`config.mk`:
```
export PLATFORM = sky130hd
export DESIGN_NAME = dram_arbiter
export DESIGN_NICKNAME = d
export VERILOG_FILES = /design/src/rtl/dram_arbiter.sv
export SDC_FILE = /design/constraint.sdc
export NUM_CORES = 1
export LEC_CHECK = 0
export CORE_MARGIN = 5
export CORE_UTILIZATION = 34
export DETAILED_ROUTE_END_ITERATION = 7
export GPL_TIMING_DRIVEN = 1
export PLACE_DENSITY = 0.77
export SETUP_SLACK_MARGIN = 0.1
export SLEW_MARGIN = 20
export SYNTH_ARGS = -nofsm -noshare
export SYNTH_HDL_FRONTEND = slang
export SYNTH_SLANG_ARGS = --single-unit
```
`constraint.sdc`:
```
create_clock -name clk -period 2.39 [get_ports clk]
set_input_delay 0.3585 -clock clk [delete_from_list [all_inputs] [get_ports clk]]
set_output_delay 0.3585 -clock clk [all_outputs]
set_load 0.02 [all_outputs]
```
`src/rtl/dram_arbiter.sv`:
```
// DRAM slot arbiter: shares one 16-bit DRAM port between video, DMA and CPU.
// A slot spans one c0..c3 phase rotation. The next owner is picked during c3.
// Continuous CPU traffic cannot starve a pending DMA request.
module dram_arbiter #(
   parameter int unsigned DMA_STARVE = 4,
   parameter int unsigned CNT_W      = 3
) (
   input  logic        clk,
   input  logic        rst,
   input  logic        c0,
   input  logic        c1,
   input  logic        c2,
   input  logic        c3,
   input  logic        video_req,
   input  logic [20:0] video_addr,
   output logic        video_next,
   output logic        video_strobe,
   input  logic        dma_req,
   input  logic        dma_rnw,
   input  logic [20:0] dma_addr,
   input  logic [15:0] dma_wrdata,
   input  logic [1:0]  dma_bsel,
   output logic        dma_next,
   output logic        dma_strobe,
   input  logic        cpu_req,
   input  logic        cpu_rnw,
   input  logic [20:0] cpu_addr,
   input  logic [7:0]  cpu_wrdata,
   input  logic        cpu_wrbsel,
   output logic        cpu_next,
   output logic        cpu_strobe,
   output logic        cpu_latch,
   output logic [15:0] cpu_rddata,
   output logic        dram_req,
   output logic        dram_rnw,
   output logic [20:0] dram_addr,
   output logic [15:0] dram_wrdata,
   output logic [1:0]  dram_bsel,
   input  logic [15:0] dram_rddata
);

   localparam int unsigned AW = 21;
   localparam int unsigned DW = 16;
   localparam int unsigned BW = 2;

   typedef enum logic [1:0] {
      OWN_NONE  = 2'd0,
      OWN_VIDEO = 2'd1,
      OWN_DMA   = 2'd2,
      OWN_CPU   = 2'd3
   } owner_t;

   owner_t           r_owner;
   owner_t           w_owner_nxt;
   owner_t           w_grant;
   logic [CNT_W-1:0] r_cnt;
   logic             w_starved;

   logic             r_dram_req;
   logic             r_dram_rnw;
   logic [AW-1:0]    r_dram_addr;
   logic [DW-1:0]    r_dram_wrdata;
   logic [BW-1:0]    r_dram_bsel;
   logic             w_slot_rnw;
   logic [AW-1:0]    w_slot_addr;
   logic [DW-1:0]    w_slot_wrdata;
   logic [BW-1:0]    w_slot_bsel;

   logic [DW-1:0]    r_cpu_rddata;
   logic             r_cpu_latch;

   // c0/c1 are part of the phase contract but carry no decision of their own
   logic             w_unused_phase;
   assign w_unused_phase = c0 ^ c1;

   assign w_starved = (r_cnt == CNT_W'(DMA_STARVE));

   // Next-state: fixed-priority grant, applied only on the c3 clock
   always_comb begin
      w_grant = OWN_NONE;
      if (video_req) begin
         w_grant = OWN_VIDEO;
      end else if (dma_req && w_starved) begin
         w_grant = OWN_DMA;
      end else if (cpu_req) begin
         w_grant = OWN_CPU;
      end else if (dma_req) begin
         w_grant = OWN_DMA;
      end
      w_owner_nxt = c3 ? w_grant : r_owner;
   end

   // State register: current slot owner
   always_ff @(posedge clk or posedge rst) begin
      if (rst) begin
         r_owner <= OWN_NONE;
      end else begin
         r_owner <= w_owner_nxt;
      end
   end

   // Outputs: grant notifications during c3, read strobes during c2
   always_comb begin
      video_next   = 1'b0;
      dma_next     = 1'b0;
      cpu_next     = 1'b0;
      video_strobe = 1'b0;
      dma_strobe   = 1'b0;
      cpu_strobe   = 1'b0;
      if (c3 && !rst) begin
         video_next = (w_grant == OWN_VIDEO);
         dma_next   = (w_grant == OWN_DMA);
         cpu_next   = (w_grant == OWN_CPU);
      end
      if (c2 && r_dram_rnw) begin
         video_strobe = (r_owner == OWN_VIDEO);
         dma_strobe   = (r_owner == OWN_DMA);
         cpu_strobe   = (r_owner == OWN_CPU);
      end
   end

   // DRAM command for the winner; CPU byte writes are replicated on both lanes
   always_comb begin
      w_slot_rnw    = 1'b0;
      w_slot_addr   = '0;
      w_slot_wrdata = '0;
      w_slot_bsel   = '0;
      case (w_grant)
         OWN_VIDEO: begin
            w_slot_rnw  = 1'b1;
            w_slot_addr = video_addr;
            w_slot_bsel = 2'b11;
         end
         OWN_DMA: begin
            w_slot_rnw    = dma_rnw;
            w_slot_addr   = dma_addr;
            w_slot_wrdata = dma_wrdata;
            w_slot_bsel   = dma_bsel;
         end
         OWN_CPU: begin
            w_slot_rnw    = cpu_rnw;
            w_slot_addr   = cpu_addr;
            w_slot_wrdata = {cpu_wrdata, cpu_wrdata};
            if (cpu_rnw) begin
               w_slot_bsel = 2'b11;
            end else begin
               w_slot_bsel = cpu_wrbsel ? 2'b10 : 2'b01;
            end
         end
         default: begin
         end
      endcase
   end

   // Slot command registers, loaded once per slot on c3
   always_ff @(posedge clk or posedge rst) begin
      if (rst) begin
         r_dram_req    <= 1'b0;
         r_dram_rnw    <= 1'b0;
         r_dram_addr   <= '0;
         r_dram_wrdata <= '0;
         r_dram_bsel   <= '0;
      end else if (c3) begin
         r_dram_req    <= (w_grant != OWN_NONE);
         r_dram_rnw    <= w_slot_rnw;
         r_dram_addr   <= w_slot_addr;
         r_dram_wrdata <= w_slot_wrdata;
         r_dram_bsel   <= w_slot_bsel;
      end
   end

   // Starvation counter: counts CPU wins over a waiting DMA, saturating
   always_ff @(posedge clk or posedge rst) begin
      if (rst) begin
         r_cnt <= '0;
      end else if (c3) begin
         if (!dma_req || (w_grant == OWN_DMA)) begin
            r_cnt <= '0;
         end else if ((w_grant == OWN_CPU) && !w_starved) begin
            r_cnt <= r_cnt + CNT_W'(1);
         end
      end
   end

   // CPU read capture; latch stays up across back-to-back CPU reads
   always_ff @(posedge clk or posedge rst) begin
      if (rst) begin
         r_cpu_rddata <= '0;
         r_cpu_latch  <= 1'b0;
      end else if (cpu_strobe) begin
         r_cpu_rddata <= dram_rddata;
         r_cpu_latch  <= 1'b1;
      end else if (c2) begin
         r_cpu_latch  <= 1'b0;
      end
   end

   assign dram_req    = r_dram_req;
   assign dram_rnw    = r_dram_rnw;
   assign dram_addr   = r_dram_addr;
   assign dram_wrdata = r_dram_wrdata;
   assign dram_bsel   = r_dram_bsel;
   assign cpu_rddata  = r_cpu_rddata;
   assign cpu_latch   = r_cpu_latch;

endmodule

```
==> impl_metrics.json <==
{
  "wire_per_inst_um": 18.8,
  "slew_headroom_pct": 35.7,
  "cts_buffers": 9,
  "cts_tree": "done",
  "mostFrequentLayoutCell": "clkdlybuf4s50_1",
  "maxCapViolCount": 0,
  "grt_usage_pct": 18.6,
  "drtIter0Drc": 113,
  "synth_seq_cells": 63,
  "ctsResizeCount": 2,
  "path_buf_inv": 2,
  "finalWorstPathRequiredPeriod_ps": 2150,
  "min_period_over_period_pct": 89.8,
  "drc": 0,
  "r2r-start": "r_cnt[0]",
  "hold_violations": 0,
  "p_leak_nw": 2.15,
  "insertion_delay_ps": 330,
  "syn_avg_cell_area_um2": 12.1,
  "start_kind": "register",
  "crit_slowest_cell": "dfrtp_1",
  "status": "complete, no violations",
  "final_max_slew_viol_count": 0,
  "min-delay-path-class": "primary input to register",
  "crit_chain": "inv_1 > ha_1 > nand3_2 > and2_1 > and3_1 > dlygate4sd2_1",
  "antenna_found_initial": 0,
  "postCtsHoldBufs": 0,
  "hp-start": "c3",
  "coreArea_um2": 8720,
  "async_flop_share_pct": 100,
  "cts_setup_buffers": 0,
  "finalSetupTns_ps": 0,
  "finClkSkew_ps": 14.9,
  "syn-num-nets": 372,
  "ant_nets": 0,
  "synth_enable_flop_cells": 0,
  "setup_ws_ps": 244,
  "wl_um": 10200,
  "dp_hpwl_um": 7860,
  "die_y_um": 105,
  "cts_root_buf": "clkbuf_8",
  "port-buffer-count": 178,
  "synthToLayoutAreaGrowth_pct": 69.5,
  "dr.pass1.iters": 4,
  "gp_congestion": 0.825,
  "ir_worst_vdd_uv": 423,
  "insertedDiodeCount": 0,
  "path_delay_family": "simple AND/OR/NAND/NOR gates",
  "worst_setup_path_end_kind": "output pin",
  "arrival_ps": 1790,
  "rsz0062_at_grt": "false",
  "drive_gt1_share_pct": 12.1,
  "final_cell_mix": "175 x clkdlybuf4s50_1, 63 x dfrtp_1, 39 x nor2b_1, 37 x a221o_1, 22 x a32o_1",
  "power_mw": 3.52,
  "grt_max_degree": 38,
  "grt_pass1_vias": 3155,
  "grt_overflow_total": 0,
  "worst_pin_slew_ps": 964,
  "required_ps": 2030,
  "crit_start": "r_cnt[0]",
  "synth_top_flop_cell": "dfrtp_1",
  "ys.warnings.count": 0,
  "layout.cells.non_filler": 545,
  "finalSetupViolCount": 0,
  "path_clk_slew_ps": 70,
  "cts.htree.levels": 3,
  "power_density_nw_per_um2": 680,
  "critPathMaxFanout": 3,
  "dp.cells": 530,
  "start_util_pct": 35.0,
  "cts_buffer_depth": 2,
  "vias": 2924,
  "worstSetupPathType": "register to output pin",
  "ys_seq_area_share_pct": 51.6,
  "syn-cell-area_um2": 3050,
  "cpPeakStageDelay_ps": 390,
  "fin_nets": 552,
  "row_count": 34,
  "clock-sinks": 63,
  "ioPinCount": 181,
  "timing.fmax_mhz": 466,
  "dieArea_um2": 11000,
  "fp.dieW_um": 105,
  "grt_first_pass_wirelength_um": 16600,
  "dp_slack_ps": -22.3,
  "syn_inst": 253,
  "yosysUniqueCellTypes": 34,
  "via_per_inst": 5.37
}
[where the power goes]
group	internal (mW)	total [mW]	switching (mW)
Sequential	1.24	1.33	0.0902
Clock	0.666	1.06	0.391
Combinational	0.636	1.14	0.499
Total	2.54	3.52	0.981
[worst register-to-register path, stage by stage (launching register included)]
cell and delay (ps):
dfrtp_1 390, inv_1 80, ha_1 220, a21bo_1 160
buf_4 280, and2_1 590, a221o_1 270
[synth_stat cells, types with 2 or more instances]
master,instances,share of area (%)
ha_1,2,0.82
mux2_2,16,5.9
nand2_1,2,0.25
nor2b_1,40,8.2
inv_1,7,0.86
a31oi_1,4,0.82
nor2_1,5,0.61
nand3_1,5,0.82
a32o_1,22,7.2
o21ai_0,4,0.66
and3_1,2,0.41
buf_6,4,1.5
a221o_1,37,12
clkbuf_1,8,0.98
and2_1,3,0.61
dfrtp_1,63,52
a21oi_1,3,0.49
buf_2,10,1.6
[layout make-up]
class | instances | area [um2]
inverters | 7 | 30.0
flip-flops and latches | 63 | 1580
fillers | 747 | 3550
clock buffers | 12 | 165
well taps | 108 | 135
repair buffers | 192 | 1880
multi-input cells | 160 | 1320
clock inverters | 3 | 65.1
[per-stage QoR]
stage          hold WS (ps)  util (%)  cell area [um2]
6_report                336      59.3             5170
5_1_grt                 327      59.3             5170
3_3_place_gp            474      56.7             4950
3_5_place_dp            478      56.7             4950
4_1_cts                 313      59.3             5170
2_1_floorplan           466         -             3060
[registers in the layout, indices dropped and copies added, names as in the netlist]
name         cells
cpu_rddata      16
dram_addr       21
dram_bsel        2
r_cnt            3
dram_rnw         1
cpu_latch        1
r_owner          2
dram_req         1
dram_wrdata     16
[final timing paths]
check / cells after the start / slack, ps / to
hold reg to reg: 1 / 490 / dram_req
hold / removal: 2 / 340 / r_cnt[2]
setup / recovery: 6 / 240 / cpu_next
setup reg to reg: 6 / 330 / dram_wrdata[6]
min in group asynchronous: 3 / 540 / dram_bsel[1]
max in group asynchronous: 3 / 1530 / dram_wrdata[7]
[kinds of logic (layout without fill, tap and decap cells)]
group,Yosys count,count (layout),share of synthesized area [%]
AO/OA/AOI/OAI,78,78,23.6
adder cells (fa/ha/maj),2,2,0.820
multiplexers,16,16,5.90
buffers and inverters,30,214,5.08
AND/OR/NAND/NOR,64,64,13.0
flip-flops,63,63,51.6
[layer usage]
layer	vias up	wire, um	GRT usage, %
li1	1339	-	-
met1	1433	4170	22.0
met2	141	5010	31.7
met3	11	889	7.27
met4	0	161	4.66
met5	-	0	0
No activity file was read; power rests on OpenSTA's default activity.
